$ cat config.mk
export PLATFORM = sky130hd
export DESIGN_NAME = lsu_bus_adapter
export DESIGN_NICKNAME = d
export VERILOG_FILES = /design/src/rtl/lsu_bus_adapter.sv
export SDC_FILE = /design/constraint.sdc
export NUM_CORES = 1
export LEC_CHECK = 0
export CAP_MARGIN = 15
export CORE_MARGIN = 2
export CORE_UTILIZATION = 25
export CTS_CLUSTER_DIAMETER = 100
export DETAILED_ROUTE_END_ITERATION = 10
export PLACE_DENSITY = 0.46
export SLEW_MARGIN = 20
export SYNTH_ARGS = -nofsm -noshare
export SYNTH_HDL_FRONTEND = slang
export SYNTH_SLANG_ARGS = --single-unit
$ cat constraint.sdc
create_clock -name i_clk -period 2.2 [get_ports i_clk]
set_input_delay 0.33 -clock i_clk [delete_from_list [all_inputs] [get_ports i_clk]]
set_output_delay 0.33 -clock i_clk [all_outputs]
set_load 0.1 [all_outputs]
$ cat src/rtl/lsu_bus_adapter.sv
// Load/store adapter between the CPU Wishbone-style master port and word-wide memory:
// size decode, lane steering, load extension, misalignment rejection and a bounded wait.
module lsu_bus_adapter #(
    parameter int unsigned TIMEOUT_CYCLES = 16,
    parameter int unsigned ADDR_SHIFT     = 2
) (
    input  logic        i_clk,
    input  logic        i_reset_n,
    input  logic        i_wb_stb,
    input  logic        i_wb_we,
    input  logic [31:0] i_wb_addr,
    input  logic [31:0] i_wb_data,
    input  logic [2:0]  i_wb_sel,
    output logic [31:0] o_wb_data,
    output logic        o_wb_ack,
    output logic        o_wb_stall,
    output logic        o_wb_err,
    output logic        o_mem_stb,
    output logic        o_mem_we,
    output logic [31:0] o_mem_addr,
    output logic [31:0] o_mem_data,
    output logic [3:0]  o_mem_sel,
    input  logic [31:0] i_mem_data,
    input  logic        i_mem_ack,
    input  logic        i_mem_stall
);

    localparam int unsigned CNT_W = (TIMEOUT_CYCLES > 2) ? $clog2(TIMEOUT_CYCLES) : 1;

    typedef enum logic [1:0] {
        S_IDLE,
        S_REQ,
        S_WAIT,
        S_ERR
    } state_t;

    state_t             state;
    logic [CNT_W-1:0]   tmo_cnt;
    logic               req_we;
    logic [31:0]        req_addr;
    logic [31:0]        req_data;
    logic [2:0]         req_sel;

    logic               illegal_c;
    logic [3:0]         lane_sel_c;
    logic [31:0]        lane_data_c;
    logic [31:0]        shifted_c;
    logic [31:0]        load_data_c;

    // Classify the incoming request against size code and alignment.
    always_comb begin
        illegal_c = 1'b1;
        case (i_wb_sel)
            3'b000:  illegal_c = 1'b0;
            3'b001:  illegal_c = i_wb_addr[0];
            3'b010:  illegal_c = (i_wb_addr[1:0] != 2'b00);
            3'b100:  illegal_c = i_wb_we;
            3'b101:  illegal_c = i_wb_we | i_wb_addr[0];
            default: illegal_c = 1'b1;
        endcase
    end

    // Byte enables and replicated store data for the latched request.
    always_comb begin
        lane_sel_c  = 4'b1111;
        lane_data_c = req_data;
        case (req_sel[1:0])
            2'b00: begin
                lane_sel_c  = 4'b0001 << req_addr[1:0];
                lane_data_c = {4{req_data[7:0]}};
            end
            2'b01: begin
                lane_sel_c  = 4'b0011 << req_addr[1:0];
                lane_data_c = {2{req_data[15:0]}};
            end
            default: begin
                lane_sel_c  = 4'b1111;
                lane_data_c = req_data;
            end
        endcase
    end

    // Right-justify the addressed lane and extend it.
    always_comb begin
        shifted_c   = i_mem_data >> {req_addr[1:0], 3'b000};
        load_data_c = shifted_c;
        case (req_sel)
            3'b000:  load_data_c = {{24{shifted_c[7]}}, shifted_c[7:0]};
            3'b100:  load_data_c = {24'h000000, shifted_c[7:0]};
            3'b001:  load_data_c = {{16{shifted_c[15]}}, shifted_c[15:0]};
            3'b101:  load_data_c = {16'h0000, shifted_c[15:0]};
            default: load_data_c = shifted_c;
        endcase
    end

    always_ff @(posedge i_clk) begin
        if (!i_reset_n) begin
            state      <= S_IDLE;
            tmo_cnt    <= '0;
            req_we     <= 1'b0;
            req_addr   <= '0;
            req_data   <= '0;
            req_sel    <= '0;
            o_wb_data  <= '0;
            o_wb_ack   <= 1'b0;
            o_wb_stall <= 1'b0;
            o_wb_err   <= 1'b0;
            o_mem_stb  <= 1'b0;
            o_mem_we   <= 1'b0;
            o_mem_addr <= '0;
            o_mem_data <= '0;
            o_mem_sel  <= '0;
        end else begin
            o_wb_ack  <= 1'b0;
            o_wb_err  <= 1'b0;
            o_mem_stb <= 1'b0;
            case (state)
                S_IDLE: begin
                    if (i_wb_stb && !o_wb_stall) begin
                        req_we     <= i_wb_we;
                        req_addr   <= i_wb_addr;
                        req_data   <= i_wb_data;
                        req_sel    <= i_wb_sel;
                        o_wb_stall <= 1'b1;
                        state      <= illegal_c ? S_ERR : S_REQ;
                    end
                end
                S_REQ: begin
                    if (!i_mem_stall) begin
                        o_mem_stb  <= 1'b1;
                        o_mem_we   <= req_we;
                        o_mem_addr <= req_addr >> ADDR_SHIFT;
                        o_mem_sel  <= lane_sel_c;
                        o_mem_data <= lane_data_c;
                        tmo_cnt    <= '0;
                        state      <= S_WAIT;
                    end
                end
                S_WAIT: begin
                    tmo_cnt <= tmo_cnt + CNT_W'(1);
                    // A memory ack coinciding with the timeout still completes successfully.
                    if (i_mem_ack) begin
                        if (!req_we) begin
                            o_wb_data <= load_data_c;
                        end
                        o_wb_ack   <= 1'b1;
                        o_wb_stall <= 1'b0;
                        state      <= S_IDLE;
                    end else if (tmo_cnt == CNT_W'(TIMEOUT_CYCLES - 1)) begin
                        o_wb_ack   <= 1'b1;
                        o_wb_err   <= 1'b1;
                        o_wb_stall <= 1'b0;
                        state      <= S_IDLE;
                    end
                end
                S_ERR: begin
                    o_wb_ack   <= 1'b1;
                    o_wb_err   <= 1'b1;
                    o_wb_stall <= 1'b0;
                    state      <= S_IDLE;
                end
                default: state <= S_IDLE;
            endcase
        end
    end

endmodule

Word-level counts from Yosys, hierarchy flattened
Cells that the tools add are included.
{ "op_classes": {"n_eq_ne": 15, "bitwise": 3, "shift": 3, "addsub": 1, "muxes": 22, "n_reduce_logical": 16} }
{ "op_table": {"columns": ["cell", "n"], "rows": [
  ["$pmux W32 S4", 1],
  ["$pmux W32 S2", 1],
  ["$shr A32 B5 Y32", 1],
  ["$pmux W4 S2", 2],
  ["$eq A3 B3 Y1 const B", 4],
  ["$mux W2", 5],
  ["$reduce_and A3 Y1", 3],
  ["$pmux W2 S4", 1],
  ["$reduce_and A2 Y1", 4],
  ["$mux W1", 7],
  ["$eq A3 B1 Y1 const B", 2],
  ["$logic_not A3 Y1", 2],
  ["$pmux W1 S5", 1],
  ["$add A4 B1 Y4 const B", 1],
  ["$eq A2 B1 Y1 const B", 2],
  ["$eq A2 B2 Y1 const B", 2],
  ["$eq A4 B4 Y1 const B", 1],
  ["$logic_not A2 Y1", 2],
  ["$mux W4", 1],
  ["$ne A2 B2 Y1 const B", 2],
  ["$pmux W1 S2", 2],
  ["$reduce_bool A2 Y1", 2],
  ["$shl A1 B2 Y4 const A", 1],
  ["$shl A2 B2 Y4 const A", 1],
  ["8 further kinds", 9]
]} }
{ "totals": {"output_inout_bits": 105, "inputBits": 105, "wordCells": 75, "ff_bits": 177} }

Logic depth before layout (Yosys ltp)
{ "depth": {"word_depth": 5, "mapped_depth": 7, "depth_no_buf": 5} }

Least setup slack after synthesis
OpenSTA, ideal clock, no wires.
{ "synth_timing": {"kind": "register to register", "start": "register o_wb_stall", "end": "register req_addr[25]", "n_path_buf": 2, "slack_ns": 0.189, "stages_incl_launch_ff": 7, "t_required_ns": 2.129, "t_arrival_ns": 1.941, "synth_period_minus_slack_ns": 2.011, "setup_time_ns": 0.071, "cell_sequence": "dfxtp_1 > nor3b_1 > nand2_1 > buf_2 > clkbuf_1 > nand2_1 > a21oi_1"} }
{ "synth_between": {"elab_chain_len": 3} }
{ "synth_lines": {"columns": ["element", "line", "source"], "rows": [
  ["start, declared", "16", "output logic o_wb_stall,"],
  ["start signal, assigned", "106", "o_wb_stall <= 1'b0;"],
  ["start signal, assigned", "124", "o_wb_stall <= 1'b1;"],
  ["start signal, assigned", "147", "o_wb_stall <= 1'b0;"],
  ["$logic_not A1 Y1", "119", "if (i_wb_stb && !o_wb_stall) begin"],
  ["$logic_and A1 B1 Y1", "119", null],
  ["$reduce_and A2 Y1 (no source line)", null, null],
  ["end signal, assigned", "121", "req_addr <= i_wb_addr;"],
  ["end, declared", "40", "logic [31:0] req_addr;"]
]} }
No other way between the ends.
A chain may end at the register's enable or synchronous reset.

Final worst setup path
{ "layout_timing": {"start": "register req_addr[1]", "end": "register o_wb_data[14]"} }
{ "layout_between": {"elab_chain_len": 2} }
{ "layout_lines": {"columns": ["element", "line", "source"], "rows": [
  ["$shr A32 B5 Y32", "85", "shifted_c = i_mem_data >> {req_addr[1:0], 3'b000};"],
  ["$pmux W32 S4", "87", "case (req_sel)"],
  ["end signal, assigned", "144", "o_wb_data <= load_data_c;"],
  ["end, declared", "14", "output logic [31:0] o_wb_data,"]
]} }
No other way between the ends.

==> results.yml <==
outcome:
  status: "finished clean"
grt:
  grt_antenna_before_repair: 0
  grt_max_degree: 66
  global_route.overflow_total: 0
  first_pass_grt_wire_length_mm: 36.7
  first_global_vias: 6364
  globalRouteTotalUtil_pct: 15.6
synth:
  post_synth_main_area_contributors: "dfxtp_1, nand2_1, a21oi_1, mux2i_1, o21ai_0"
  yosysUniqueCellTypes: 46
  synth.yosys.warnings: 0
  most_used_flip_flop_cell_after_synthesis: "dfxtp_1"
  synth.avg_cell_area_um2: 7.92
  netlist_area_um2: 7140
  synth-edff-count: 0
  synthesis.instances: 901
  async_set_reset_flop_share_out_of_synthesis_pct: 0
  synth_area_leader_cell: "dfxtp_1"
  post-synth-top-area-fraction_pct: 49.6
  synth.yosys.seq_area_share_pct: 49.6
  number_of_storage_elements_in_the_synthesis_netlist: 177
route:
  antenna_left: 0
  routed_via_density: 4.43
  post_drt_wl_per_cell_um: 16.1
  num_vias: 6528
  post-route-drc-count: 0
  drt_iter0_markers: 405
  m1WireLength_mm: 11.3
  route.final.wire_length_mm: 23.7
  met2WireLength_mm: 11.3
  met3RoutedLength_um: 856
  dr.max_layer_used: "met4"
  drt_first_pass_iters: 4
floorplanning:
  floorplan.initialDensity_pct: 25.5
  core_region_area_um2: 27900
  dieArea_um2: 29900
  die_width_um: 173
  placementRows: 61
  floorplan.die.height_um: 173
  ios: 210
critical_path:
  worst_path_dominant_cell_family: "flip-flops"
  worst_path_required_ns: 2.51
  critical_path.cell_chain: "buf_4 -> mux2i_1 -> nor2_1 -> a211oi_1 -> nor3_1"
  setup.reg_to_reg.worst_slack_ns: 0.43
  critPathSlowestCell: "dfxtp_1"
  timing_worst_setup_path_type: "flop to flop"
  worstPathBufferInverterCount: 1
  cp_slowest_stage_delay_ns: 0.58
  endpoint_kind: "flop"
  crit_path_max_fanout: 11
  crit_arrival_ns: 2.08
  worst_setup_path_start_kind: "flop"
clock_tree:
  cts_hold_buffers: 0
  cts_sinks: 177
  post_cts.repair.setup_buffers: 0
  post_cts_resize_count: 0
  clockBufferDepth: 2
  cts_tree: "built"
  clk_root_buffer_cell: "clkbuf_16"
  clk-insertion-delay-late_ns: 0.43
  cts.clk_slew.worst_paths_ns: 0.08
  cts-buffers-inserted: 17
  ctsHtreeMaxLevel: 4
placed_design:
  cell_total_after_placement: 1441
  final_weighted_congestion_of_routability_driven_global_placement: 0.734
  post-dp-hpwl_mm: 16.6
  io_buffer_count: 207
min_path:
  holdCritPathClass: "primary input to flop"
timing:
  final_hold_viol_count: 0
  setup_viol: 0
  maxSlewHeadroom_pct: 63.5
  clock_skew_ns: 0.0123
  rsz_0062_raised_after_global_routing: "no"
  finalMaxSlewViolations: 0
  final_period_minus_worst_setup_slack_ns: 1.77
  fin_setup_tns_ns: 0
  timing.final.crit_share_pct: 80.4
  worst_pin_slew_ns: 0.546
  max_clock_freq_mhz: 565
run:
  max-cap-violations: 0
finish:
  drive_above_1_share_pct: 16.3
  multi_input_comb_area_um2: 3250
  filler_cells: 3025
  insertedDiodeCount: 0
  layout.nets: 1188
  area.growth.synth_to_final_pct: 39.8
  layout.area.seq_um2: 3540
  finish.cell_count_without_fillers: 1473
pwr:
  power.total_uw: 8600
  pwr_density_cell_nw_per_um2: 862
  power.leakage_uw: 0.00369
  irDropWorstVdd_v: 0.000430
==> cell families (layout without fill, tap and decap cells) <==
group | count (synthesis) | in the layout | share of synthesized area, %
and+or+nand+nor | 362 | 362 | 20.5
AOI/OAI and AO/OA | 241 | 241 | 18.7
DFF | 177 | 177 | 49.6
buffers and inverters | 77 | 270 | 5.03
muxes | 41 | 41 | 5.82
adders and majority gates | 1 | 1 | 0.175
other | 1 | 2 | 0.0525
xor gates and xnor gates | 1 | 1 | 0.123
==> path summary, 6_finish.rpt <==
check                                               start                          to  cells past startpoint
worst max-delay path             req_addr[1]$_SDFFE_PN0P_  o_wb_data[14]$_SDFFE_PN0P_                      5
worst min-delay path                         i_wb_addr[5]    req_addr[5]$_SDFFE_PN0P_                      3
worst max register to register   req_addr[1]$_SDFFE_PN0P_  o_wb_data[14]$_SDFFE_PN0P_                      5
worst min register to register  req_addr[11]$_SDFFE_PN0P_  o_mem_addr[9]$_SDFFE_PN0P_                      2
==> worst register-to-register path: cells and delay by family (launching register included) <==
family	cells	cell delay, ns
muxes	1	0.31
buffers and inverters	1	0.29
and+or+nand+nor	2	0.14
DFF	1	0.58
AOI/OAI and AO/OA	1	0.34
==> Yosys cell counts, types with 2 or more instances <==
cell	instances
a211oi_1	12
a21oi_1	158
a311oi_1	8
buf_1	3
buf_2	23
buf_4	5
buf_6	3
clkbuf_1	39
dfxtp_1	177
inv_1	3
mux2i_1	39
nand2_1	272
nand2b_1	3
nand3_1	9
nor2_1	55
nor2b_1	2
nor3_1	9
o21ai_0	43
o22ai_1	6
o2bb2ai_1	6
==> registers in the layout, indices dropped and copies added (netlist names), 2 cells and up <==
register and flops:
o_wb_data 32, o_mem_sel 4, req_data 32, state 2
o_mem_data 32, req_sel 3, req_addr 32, tmo_cnt 4
o_mem_addr 30
==> cells in the final DEF, fill, tap and decap left out, drive strengths merged <==
cell,Yosys,routed
o21ai,45,45
or3b,2,2
clkinvlp,0,2
a31oi,1,1
nor3,9,9
ha,1,1
and3,1,1
bufinv,0,1
o31ai,3,3
nand4b,2,2
a21oi,158,158
o41ai,1,1
nand2,272,272
and4,1,1
nand2b,3,3
a211oi,12,12
o22ai,6,6
mux2,1,1
clkbuf,39,17
a311oi,8,8
nor2,57,57
inv,4,11
buf,34,130
and3b,1,1
dfxtp,177,177
nand3,9,9
nor3b,1,1
o21bai,1,1
and4bb,1,1
nor4,1,1
xnor2,1,1
clkinv,0,5
nor2b,2,2
mux2i,40,40
o2bb2ai,6,6
clkdlybuf4s50,0,104
conb,1,2
==> per-stage QoR <==
stage | hold WS (ns) | instance area (um^2) | utilization (%) | worst slack, ns
final | 0.442 | 9980 | 35.7 | 0.431
after global routing | 0.422 | 9980 | 35.7 | 0.315
after CTS | 0.423 | 9980 | 35.7 | 0.433
after detailed placement | 0.445 | 9390 | 33.6 | 0.225
after global placement | 0.439 | 9390 | 33.6 | 0.246
after floorplan | 0.432 | 7140 | - | 0.189
==> area by class of cell <==
cell class,count,area share [%]
Clock buffer,17,4.26
Clock inverter,15,1.67
Inverter,4,0.176
Multi-Input combinational cell,648,32.5
Sequential cell,177,35.5
Tap cell,378,4.74
Timing Repair Buffer,234,21.1
==> metal layers <==
metal	global-route usage [%]	up-vias
met3	3.32	12
met1	20.7	2989
met2	25.7	134
met5	0	-
met4	3.92	0
li1	-	3393
==> where the power goes <==
part | switching, uW | internal (uW) | leakage [uW] | total, uW
combinational | 1350 | 612 | 0.00196 | 1960
sequential | 165 | 3410 | 0.00144 | 3580
clock | 1450 | 1620 | 0.000286 | 3070
Note: power is estimated with default switching activity, not from simulation.
